`src/rtl/window_loader.sv`:
```
// window_loader: writer side of the window-register pair read by convolveX.
// On a request it reads two KERNEL_SIZE x KERNEL_SIZE pixel windows from the
// image BRAM (1-cycle read latency) and writes them row-major into
// window1_reg / window2_reg. Window2 sits STRIDE columns right of window1.
// The two windows are fetched interleaved: even issue slots feed window1,
// odd slots feed window2, so both registers fill in 2*K*K issue cycles.
//
// Request handshake: i_start is a one-cycle request that is only sampled
// while o_busy is low. A request seen while busy is dropped, not queued.
// Each accepted request ends with exactly one o_done pulse. A rejected
// request ends with exactly one o_err pulse.
//
// Build option: define WINDOW_LOADER_ZERO_PAD_EN to skip the range check.
// Pixels outside the image are then written as 0 without touching the BRAM.
module window_loader #(
    parameter int KERNEL_SIZE     = 3,
    parameter int DATA_WIDTH      = 8,
    parameter int IMG_W           = 28,
    parameter int IMG_H           = 28,
    parameter int STRIDE          = 1,
    parameter int COORD_WIDTH     = 5,
    parameter int BRAM_ADDR_WIDTH = 10,
    parameter int ADDR_SIZE       = 4
) (
    input  logic                       i_clk,
    input  logic                       i_rst,
    input  logic                       i_start,
    input  logic [COORD_WIDTH-1:0]     i_row,
    input  logic [COORD_WIDTH-1:0]     i_col,
    output logic [BRAM_ADDR_WIDTH-1:0] o_bram_addr,
    input  logic [DATA_WIDTH-1:0]      i_bram_data,
    output logic                       o_wr_en1,
    output logic                       o_wr_en2,
    output logic [ADDR_SIZE-1:0]       o_wr_addr,
    output logic [DATA_WIDTH-1:0]      o_wr_data,
    output logic                       o_busy,
    output logic                       o_done,
    output logic                       o_err
);
    // One extra address bit, so an overflowing sum is detected instead of wrapping.
    localparam int AW = BRAM_ADDR_WIDTH + 1;
    // Pixel coordinate width: the origin plus the largest in-window offset.
    localparam int PW = COORD_WIDTH + $clog2(KERNEL_SIZE + STRIDE + 1) + 1;
    localparam int KW = (KERNEL_SIZE > 1) ? $clog2(KERNEL_SIZE) : 1;

    typedef enum logic [2:0] {
        S_IDLE  = 3'd0,
        S_ISSUE = 3'd1,
        S_DRAIN = 3'd2,
        S_DONE  = 3'd3,
        S_ERR   = 3'd4
    } state_t;

    state_t                     state_q, state_d;
    logic [COORD_WIDTH-1:0]     row_q, row_d, col_q, col_d;
    logic [KW-1:0]              kr_q, kr_d, kc_q, kc_d;
    logic                       odd_q, odd_d;
    logic [ADDR_SIZE-1:0]       e_q, e_d;
    logic [AW-1:0]              base_q, base_d;
    logic [BRAM_ADDR_WIDTH-1:0] addr_q, addr_d;
    logic                       issue_pad_q, issue_pad_d;
    logic                       wr_en1_q, wr_en1_d, wr_en2_q, wr_en2_d;
    logic [ADDR_SIZE-1:0]       wr_addr_q, wr_addr_d;
    logic                       wr_pad_q, wr_pad_d;

    // The pixel that will be issued in the following cycle.
    logic [COORD_WIDTH-1:0] org_row, org_col;
    logic [KW-1:0]          nxt_kr, nxt_kc;
    logic                   nxt_odd;
    logic [ADDR_SIZE-1:0]   nxt_e;
    logic [AW-1:0]          nxt_base, nxt_addr;
    logic [PW-1:0]          nxt_coff, nxt_prow, nxt_pcol;
    logic                   nxt_oor;
    logic                   req_ok, last_issue, load_next;

`ifdef WINDOW_LOADER_ZERO_PAD_EN
    assign req_ok = 1'b1;
`else
    // The whole of both windows must lie inside the image.
    assign req_ok = ((PW'(i_row) + PW'(KERNEL_SIZE - 1)) < PW'(IMG_H)) &&
                    ((PW'(i_col) + PW'(STRIDE + KERNEL_SIZE - 1)) < PW'(IMG_W));
`endif

    assign last_issue = odd_q && (kr_q == KW'(KERNEL_SIZE - 1)) &&
                        (kc_q == KW'(KERNEL_SIZE - 1));

    // Step to the next pixel. The row base moves by IMG_W once per window row.
    // The origin offset is a constant-coefficient product, formed only once per request.
    always_comb begin
        org_row  = row_q;
        org_col  = col_q;
        nxt_kr   = kr_q;
        nxt_kc   = kc_q;
        nxt_odd  = ~odd_q;
        nxt_e    = e_q;
        nxt_base = base_q;
        if (state_q == S_IDLE) begin
            org_row  = i_row;
            org_col  = i_col;
            nxt_kr   = '0;
            nxt_kc   = '0;
            nxt_odd  = 1'b0;
            nxt_e    = '0;
            nxt_base = AW'(i_row) * AW'(IMG_W) + AW'(i_col);
        end else if (odd_q) begin
            nxt_e = e_q + ADDR_SIZE'(1);
            if (kc_q == KW'(KERNEL_SIZE - 1)) begin
                nxt_kc   = '0;
                nxt_kr   = kr_q + KW'(1);
                nxt_base = base_q + AW'(IMG_W);
            end else begin
                nxt_kc = kc_q + KW'(1);
            end
        end
        nxt_coff = PW'(nxt_kc) + (nxt_odd ? PW'(STRIDE) : '0);
        nxt_prow = PW'(org_row) + PW'(nxt_kr);
        nxt_pcol = PW'(org_col) + nxt_coff;
        nxt_addr = nxt_base + AW'(nxt_coff);
        nxt_oor  = (nxt_prow >= PW'(IMG_H)) || (nxt_pcol >= PW'(IMG_W)) ||
                   nxt_addr[AW-1];
    end

    // Next state, issue-side registers, and the write strobes delayed one cycle to match the BRAM latency.
    always_comb begin
        state_d     = state_q;
        row_d       = row_q;
        col_d       = col_q;
        kr_d        = kr_q;
        kc_d        = kc_q;
        odd_d       = odd_q;
        e_d         = e_q;
        base_d      = base_q;
        addr_d      = addr_q;
        issue_pad_d = issue_pad_q;
        wr_en1_d    = 1'b0;
        wr_en2_d    = 1'b0;
        wr_addr_d   = '0;
        wr_pad_d    = 1'b0;
        load_next   = 1'b0;
        case (state_q)
            S_IDLE: begin
                if (i_start) begin
                    if (req_ok) begin
                        state_d   = S_ISSUE;
                        row_d     = i_row;
                        col_d     = i_col;
                        load_next = 1'b1;
                    end else begin
                        state_d = S_ERR;
                    end
                end
            end
            S_ISSUE: begin
                wr_en1_d  = ~odd_q;
                wr_en2_d  = odd_q;
                wr_addr_d = e_q;
                wr_pad_d  = issue_pad_q;
                if (last_issue) begin
                    state_d = S_DRAIN;
                end else begin
                    load_next = 1'b1;
                end
            end
            S_DRAIN: state_d = S_DONE;
            S_DONE:  state_d = S_IDLE;
            S_ERR:   state_d = S_IDLE;
            default: state_d = S_IDLE;
        endcase
        if (load_next) begin
            kr_d        = nxt_kr;
            kc_d        = nxt_kc;
            odd_d       = nxt_odd;
            e_d         = nxt_e;
            base_d      = nxt_base;
            issue_pad_d = nxt_oor;
            // An out-of-image pixel leaves the BRAM address where it was.
            if (!nxt_oor) begin
                addr_d = nxt_addr[BRAM_ADDR_WIDTH-1:0];
            end
        end
    end

    // State and pipeline registers, with synchronous active-high reset.
    always_ff @(posedge i_clk) begin
        if (i_rst) begin
            state_q     <= S_IDLE;
            row_q       <= '0;
            col_q       <= '0;
            kr_q        <= '0;
            kc_q        <= '0;
            odd_q       <= 1'b0;
            e_q         <= '0;
            base_q      <= '0;
            addr_q      <= '0;
            issue_pad_q <= 1'b0;
            wr_en1_q    <= 1'b0;
            wr_en2_q    <= 1'b0;
            wr_addr_q   <= '0;
            wr_pad_q    <= 1'b0;
        end else begin
            state_q     <= state_d;
            row_q       <= row_d;
            col_q       <= col_d;
            kr_q        <= kr_d;
            kc_q        <= kc_d;
            odd_q       <= odd_d;
            e_q         <= e_d;
            base_q      <= base_d;
            addr_q      <= addr_d;
            issue_pad_q <= issue_pad_d;
            wr_en1_q    <= wr_en1_d;
            wr_en2_q    <= wr_en2_d;
            wr_addr_q   <= wr_addr_d;
            wr_pad_q    <= wr_pad_d;
        end
    end

    assign o_bram_addr = addr_q;
    assign o_wr_en1    = wr_en1_q;
    assign o_wr_en2    = wr_en2_q;
    assign o_wr_addr   = wr_addr_q;
    // Write data is BRAM data during a real write. It is 0 for a padded pixel and 0 when idle.
    assign o_wr_data   = ((wr_en1_q || wr_en2_q) && !wr_pad_q) ? i_bram_data : '0;
    assign o_busy      = (state_q != S_IDLE);
    assign o_done      = (state_q == S_DONE);
`ifdef WINDOW_LOADER_ZERO_PAD_EN
    assign o_err       = 1'b0;
`else
    assign o_err       = (state_q == S_ERR);
`endif

endmodule

```
`config.mk`:
```
export PLATFORM = sky130hd
export DESIGN_NAME = window_loader
export DESIGN_NICKNAME = d
export VERILOG_FILES = /design/src/rtl/window_loader.sv
export SDC_FILE = /design/constraint.sdc
export NUM_CORES = 1
export LEC_CHECK = 0
export CAP_MARGIN = 20
export CORE_ASPECT_RATIO = 1.2
export CORE_UTILIZATION = 50
export CTS_CLUSTER_DIAMETER = 150
export DETAILED_ROUTE_END_ITERATION = 8
export GPL_ROUTABILITY_DRIVEN = 0
export PLACE_DENSITY_LB_ADDON = 0.3
export SYNTH_ARGS = -nofsm -noshare
export SYNTH_HDL_FRONTEND = slang
export SYNTH_SLANG_ARGS = --single-unit
```
`constraint.sdc`:
```
create_clock -name i_clk -period 6.9 [get_ports i_clk]
set_clock_uncertainty 0.05 [all_clocks]
set_input_delay 1.38 -clock i_clk [delete_from_list [all_inputs] [get_ports i_clk]]
set_output_delay 1.38 -clock i_clk [all_outputs]
set_load 0.1 [all_outputs]
```
==> results.sh, run 1 <==
export IMPL_period_needed_ns=5.614
export IMPL_drive_above_1_share_pct=6.624
export IMPL_grt_max_degree=45
export IMPL_async_flop_share_pct=0
export IMPL_fin_cells=555
export IMPL_synth_most_common_cell="nand2_1"
export IMPL_hold_class="reg2reg"
export IMPL_numCtsBuffers=5
export IMPL_cts_resized=0
export IMPL_routed_wl_um=8024
export IMPL_synth_edff_count=0
export IMPL_rsz0062_at_grt="false"
export IMPL_finish_instance_area_um2=4159
export IMPL_first_iter_violations=125
export IMPL_syn_nets=481
export IMPL_dpl_hpwl_um=6079
export IMPL_antenna_found_initial=0
export IMPL_first_pass_iters=4
export IMPL_crit_type="in2reg"
export IMPL_ys_seq_area_share_pct=29.04
export IMPL_cts_tree="yes"
export IMPL_synth_top_area_cell="dfxtp_1"
export IMPL_die_area_um2=7373
export IMPL_holdWs_ns=0.4112
export IMPL_dpl_instance_area_um2=4044
export IMPL_via_count=3093
export IMPL_num_nets_final=522
export IMPL_rows=33
export IMPL_synth_warnings=0
export IMPL_cp_start_kind="input pin"
export IMPL_endpoint_kind="flip-flop"
export IMPL_cts_hold_buffers=0
export IMPL_grt_pass1_wl_um=13260
export IMPL_synthFlopType="dfxtp_1"
export IMPL_grt_pass1_vias=2881
export IMPL_numPortBuffers=47
export IMPL_clk_pin_slew_ns=0.10
export IMPL_die_w_um=78.55
export IMPL_fillers=627
export IMPL_synth_seq_cells=51
export IMPL_cap_violations=0
export IMPL_ant_nets=0
export IMPL_finalPower_mw=1.028
export IMPL_syn_area_per_cell_um2=8.253
export IMPL_n_antenna_cell=0
export IMPL_start_util_pct=51.61
export IMPL_grt_overflow=0
export IMPL_arrival_ns=5.74
export IMPL_post_cts_buffers=0
export IMPL_synth_commonest_cells="nand2_1, dfxtp_1, a21oi_1"
export IMPL_status="finished, final reports clean"
export IMPL_synth_cells=426
export IMPL_cts_num_sinks=51
export IMPL_hold_viol=0
export IMPL_cts_buffer_depth=2
export IMPL_slew_headroom_pct=34.53
export IMPL_ios=48
export IMPL_peakVddDrop_uv=133.6
export IMPL_wl_per_cell_um=14.46
export IMPL_dp_cells=547
export IMPL_multi_input_area_um2=2327
export IMPL_ys_types=57
export IMPL_crit_fanout=11
export IMPL_clock_latency_ns=0.31
export IMPL_fmax_ghz=0.1781
export IMPL_setup_viol=0
export IMPL_core_area_um2=6813
export IMPL_worst_pin_slew_ns=0.9791
export IMPL_viasPerCell=5.573
export IMPL_synth_area_top_cells="dfxtp_1, ha_1, nand2_1, a21oi_1, fa_1"
export IMPL_root_buffer="clkbuf_8"
export IMPL_die_height_um=93.86
export IMPL_fin_crit_sh_pct=81.37
export IMPL_synth_area_um2=3516
export IMPL_seqCellArea_um2=1021
export IMPL_drc=0
export IMPL_worstPathRequired_ns=7.03
export IMPL_total_leakage_power_nw=1.701
export IMPL_htreeDepth=2
export IMPL_syn_to_final_growth_pct=18.29
export IMPL_yosysTopAreaCellShare_pct=29.04
export IMPL_drv_slew=0
export IMPL_grt_util_all_layers_pct=22.82
export IMPL_fin_tns_setup_ns=0
export IMPL_power_density_nw_per_um2=247.1
cell type report:
cell class	instances	share of cell area (%)
Sequential cell	51	24.55
Tap cell	87	2.617
Clock buffer	5	1.655
Timing Repair Buffer	51	12.03
Inverter	23	2.076
Multi-Input combinational cell	335	55.96
Clock inverter	3	1.113
final timing paths:
check                                start              to  slack [ns]  depth (start not counted)
worst max register to register  state_q[1]  o_bram_addr[3]        2.35                         14
worst min register to register    row_q[0]        row_q[0]        0.41                          2
worst min-delay path              row_q[0]        row_q[0]        0.41                          2
worst max-delay path              i_row[2]  o_bram_addr[3]        1.29                         12
per-layer routing:
layer / track usage (%) / vias to the layer above / part of all wire (%)
met2: 40.58 / 66 / 50
met1: 27.12 / 1448 / 44
met3: 3.398 / 13 / 4.2
met4: 9.414 / 0 / 2.2
met5: 0 / - / 0
li1: - / 1566 / -
metrics by stage:
| stage | utilization [%] | setup slack [ns] |
|---|---|---|
| after global placement | 59.36 | 1.109 |
| after floorplan | - | 2.350 |
| after CTS | 61.05 | 1.274 |
| after global routing | 61.05 | 1.057 |
| final | 61.05 | 1.286 |
| after detailed placement | 59.36 | 0.9406 |
cells by family (layout without fill, tap and decap cells):
family	count (synthesis)	count (layout)	share of synthesized area (%)
AOI/OAI and AO/OA	94	94	18.47
xor gates and xnor gates	22	22	5.481
adders and majority gates	35	35	14.31
buffers and inverters	40	82	4.911
DFF	51	51	29.04
muxes	4	4	1.495
and+or+nand+nor	180	180	26.30
sequential cells by signal, indices dropped and copies added (netlist names):
name	flops
odd_q	1
kc_q	2
o_wr_en1	1
wr_pad_q	1
row_q	5
issue_pad_q	1
base_q	11
o_wr_addr	4
kr_q	2
o_bram_addr	10
state_q	3
o_wr_en2	1
col_q	5
e_q	4
layout by cell type (no fill, tap or decap), types with 2 or more instances in the layout:
cell type        instances
a21oi_1                 41
or3_1                    2
a211oi_2                 8
dfxtp_1                 51
clkbuf_8                 5
o31a_1                   2
nor2b_1                  2
buf_4                    4
o21ai_0                  9
nand3_1                 11
clkdlybuf4s50_1         47
ha_1                    25
nand2b_1                 4
and3_1                  11
nor4_1                   2
nor3_2                   2
nor3_1                  10
nand4b_1                 3
and2_1                  11
and4_1                   2
xnor2_1                 14
a211oi_1                 7
o211ai_1                 3
nor2_1                  37
nand4_1                  4
or4_1                    2
or2_2                    2
inv_1                   23
a21o_1                   8
nand2_1                 62
and3b_1                  8
mux2i_1                  3
xor2_1                   8
a31oi_1                  2
fa_1                     9
report_power, final:
part	leakage [nW]	switching (mW)	internal, mW
sequential	0.417	0.0236	0.325
combinational	1.23	0.313	0.150
clock	0.0548	0.106	0.109
total	1.70	0.443	0.585
critical path, stage by stage:
cell and delay, ns:
clkdlybuf4s50_1 0.74, fa_1 0.50, ha_1 0.22, fa_1 0.41, xnor2_1 0.20, a211oi_2 0.26, nor2_1 0.07, a221o_1 0.43
or4_1 0.43, o311ai_2 0.74, and3b_1 0.30, a211oi_2 0.05
(Power assumes the default switching activity.)
==> run 2: changes to the inputs <==
clock period = 4.7 ns   (was 6.9 ns; I/O delays follow)
==> results.sh, run 2 (synthesis gave the netlist of run 1 again) <==
export IMPL_numPortBuffers=47
export IMPL_intPower_uw=838.7
export IMPL_drv_slew=0
export IMPL_clk_pin_slew_ns=0.10
export IMPL_largest_register_ffs=11
export IMPL_root_buffer="clkbuf_8"
export IMPL_holdWs_ns=0.4093
export IMPL_die_area_um2=7373
export IMPL_r2r_start="odd_q"
export IMPL_cap_violations=0
export IMPL_power_density_nw_per_um2=347.9
export IMPL_cp_endpoint="o_bram_addr[4]"
export IMPL_fin_tns_setup_ns=0
export IMPL_crit_fanout=11
export IMPL_syn_to_final_growth_pct=21.46
export IMPL_period_needed_ns=4.458
export IMPL_ios=48
export IMPL_start_util_pct=51.61
export IMPL_p_sw_uw=646.8
export IMPL_worst_pin_slew_ns=0.9749
export IMPL_final_cell_mix="nand2_1, dfxtp_1, a21oi_1"
export IMPL_largest_register="base_q"
export IMPL_total_leakage_power_nw=1.827
export IMPL_die_height_um=93.86
export IMPL_hold_class="reg2reg"
export IMPL_setup_viol=0
export IMPL_grt_pass1_wl_um=13790
export IMPL_hold_viol=0
export IMPL_cts_tree="yes"
export IMPL_cts_num_sinks=51
export IMPL_viasPerCell=5.529
export IMPL_first_pass_iters=4
export IMPL_dpl_hpwl_um=6134
export IMPL_finish_instance_area_um2=4270
export IMPL_rr_worst_depth=13
export IMPL_num_nets_final=542
export IMPL_core_area_um2=6813
export IMPL_r2r_slack_ns=0.68
export IMPL_routed_wl_um=7892
export IMPL_fin_crit_sh_pct=94.84
export IMPL_wl_per_cell_um=13.73
export IMPL_mostFrequentLayoutCell="nand2_1"
export IMPL_ant_nets=0
export IMPL_cts_buffer_depth=2
export IMPL_clock_power_share_pct=17.1
export IMPL_netSwitchingFraction_pct=43.54
export IMPL_status="finished, final reports clean"
export IMPL_crit_type="in2reg"
export IMPL_dpl_instance_area_um2=4164
export IMPL_drive_above_1_share_pct=12.50
export IMPL_cp_start_kind="input pin"
export IMPL_n_antenna_cell=0
export IMPL_rows=33
export IMPL_grt_pass1_vias=3116
export IMPL_startpoint="i_row[0]"
export IMPL_first_iter_violations=115
export IMPL_arrival_ns=4.60
export IMPL_drc=0
export IMPL_via_count=3179
export IMPL_numCtsBuffers=5
export IMPL_slew_headroom_pct=34.80
export IMPL_die_w_um=78.55
export IMPL_rsz0062_at_grt="false"
export IMPL_peakVddDrop_uv=208.8
export IMPL_timing_rr_end="o_bram_addr[4]"
export IMPL_htreeDepth=2
export IMPL_fillers=592
export IMPL_grt_overflow=0
export IMPL_grt_max_degree=27
export IMPL_worstPathRequired_ns=4.84
export IMPL_fmax_ghz=0.2243
export IMPL_endpoint_kind="flip-flop"
export IMPL_clock_latency_ns=0.31
export IMPL_utilization_pct=62.68
export IMPL_antenna_found_initial=0
export IMPL_comb_power_share_pct=48.4
export IMPL_cts_hold_buffers=0
export IMPL_grt_util_all_layers_pct=23.47
export IMPL_sequentialPowerShare_pct=34.5
export IMPL_finalPower_mw=1.486
-- run 2: cell types whose count changed in the layout (fill, tap and decap cells not counted), sizes merged --
cell,previous run,this run
clkinvlp,1,0
clkinv,0,2
dlymetal6s2s,0,2
buf,4,33
clkdlybuf4s50,47,36
bufinv,1,0
-- run 2: repair_timing --
action	in CTS	in global routing
setup endpoints to repair	0	10
resized for setup	0	3
setup buffers	0	1
-- run 2: stage by stage --
stage / worst slack (ns) / std cells
global placement: -0.03112 / 566
detailed placement: -0.1610 / 566
floorplan: 0.4715 / 426
CTS: 0.1708 / 574
finish: 0.2424 / 575
global route: 0.04221 / 575
-- run 2: area by class of cell --
class | count | area (um^2) | share of cell area (%)
Multi-Input combinational cell | 335 | 2333 | 54.64
Sequential cell | 51 | 1021 | 23.91
Timing Repair Buffer | 71 | 633.1 | 14.83
Tap cell | 87 | 108.9 | 2.549
Inverter | 23 | 86.33 | 2.022
Clock buffer | 5 | 68.82 | 1.611
Clock inverter | 3 | 18.77 | 0.4395
-- run 2: how the worst min path moves through the flow --
| stage | from | slack [ns] | cells past startpoint | end |
|---|---|---|---|---|
| 3_5_place_dp | col_q[4] | 0.40 | 2 | col_q[4] |
| 5_1_grt | col_q[3] | 0.44 | 2 | col_q[3] |
| 6_report | col_q[4] | 0.41 | 2 | col_q[4] |
| 4_1_cts | col_q[4] | 0.41 | 2 | col_q[4] |
| 3_3_place_gp | row_q[0] | 0.39 | 2 | row_q[0] |
| 2_1_floorplan | col_q[3] | 0.39 | 2 | col_q[3] |
-- run 2: per-layer routing --
metal	part of all wire [%]	wire, um	vias to the layer above	GRT usage [%]
met2	50	3929	87	42.39
met4	3.2	250	0	9.722
li1	-	-	1608	-
met3	4.4	350	23	3.495
met5	0	0	-	0
met1	43	3361	1461	27.33
-- run 2: power by group through the flow --
stage | sequential (mW) | combinational (mW) | clock [mW]
finish | 0.512 | 0.720 | 0.254
floorplan | 0.642 | 0.396 | 0
global placement | 0.521 | 0.702 | 0
detailed placement | 0.522 | 0.712 | 0
CTS | 0.512 | 0.715 | 0.262
global route | 0.519 | 0.782 | 0.283
-- run 2: worst max-delay path: stages --
cell,delay (ns)
clkdlybuf4s50_1,0.45
fa_1,0.49
ha_1,0.23
fa_1,0.42
xnor2_1,0.18
a211oi_2,0.29
nor2_1,0.07
a221o_1,0.40
or4_1,0.43
o311ai_2,0.22
buf_4,0.23
and3b_1,0.20
a211oi_2,0.05
==> run 3: changes to the inputs <==
CAP_MARGIN = 30   (was 20)
==> results of run 3 <==
Same layout as run 2: the final DEF is identical, and so are final timing and power.
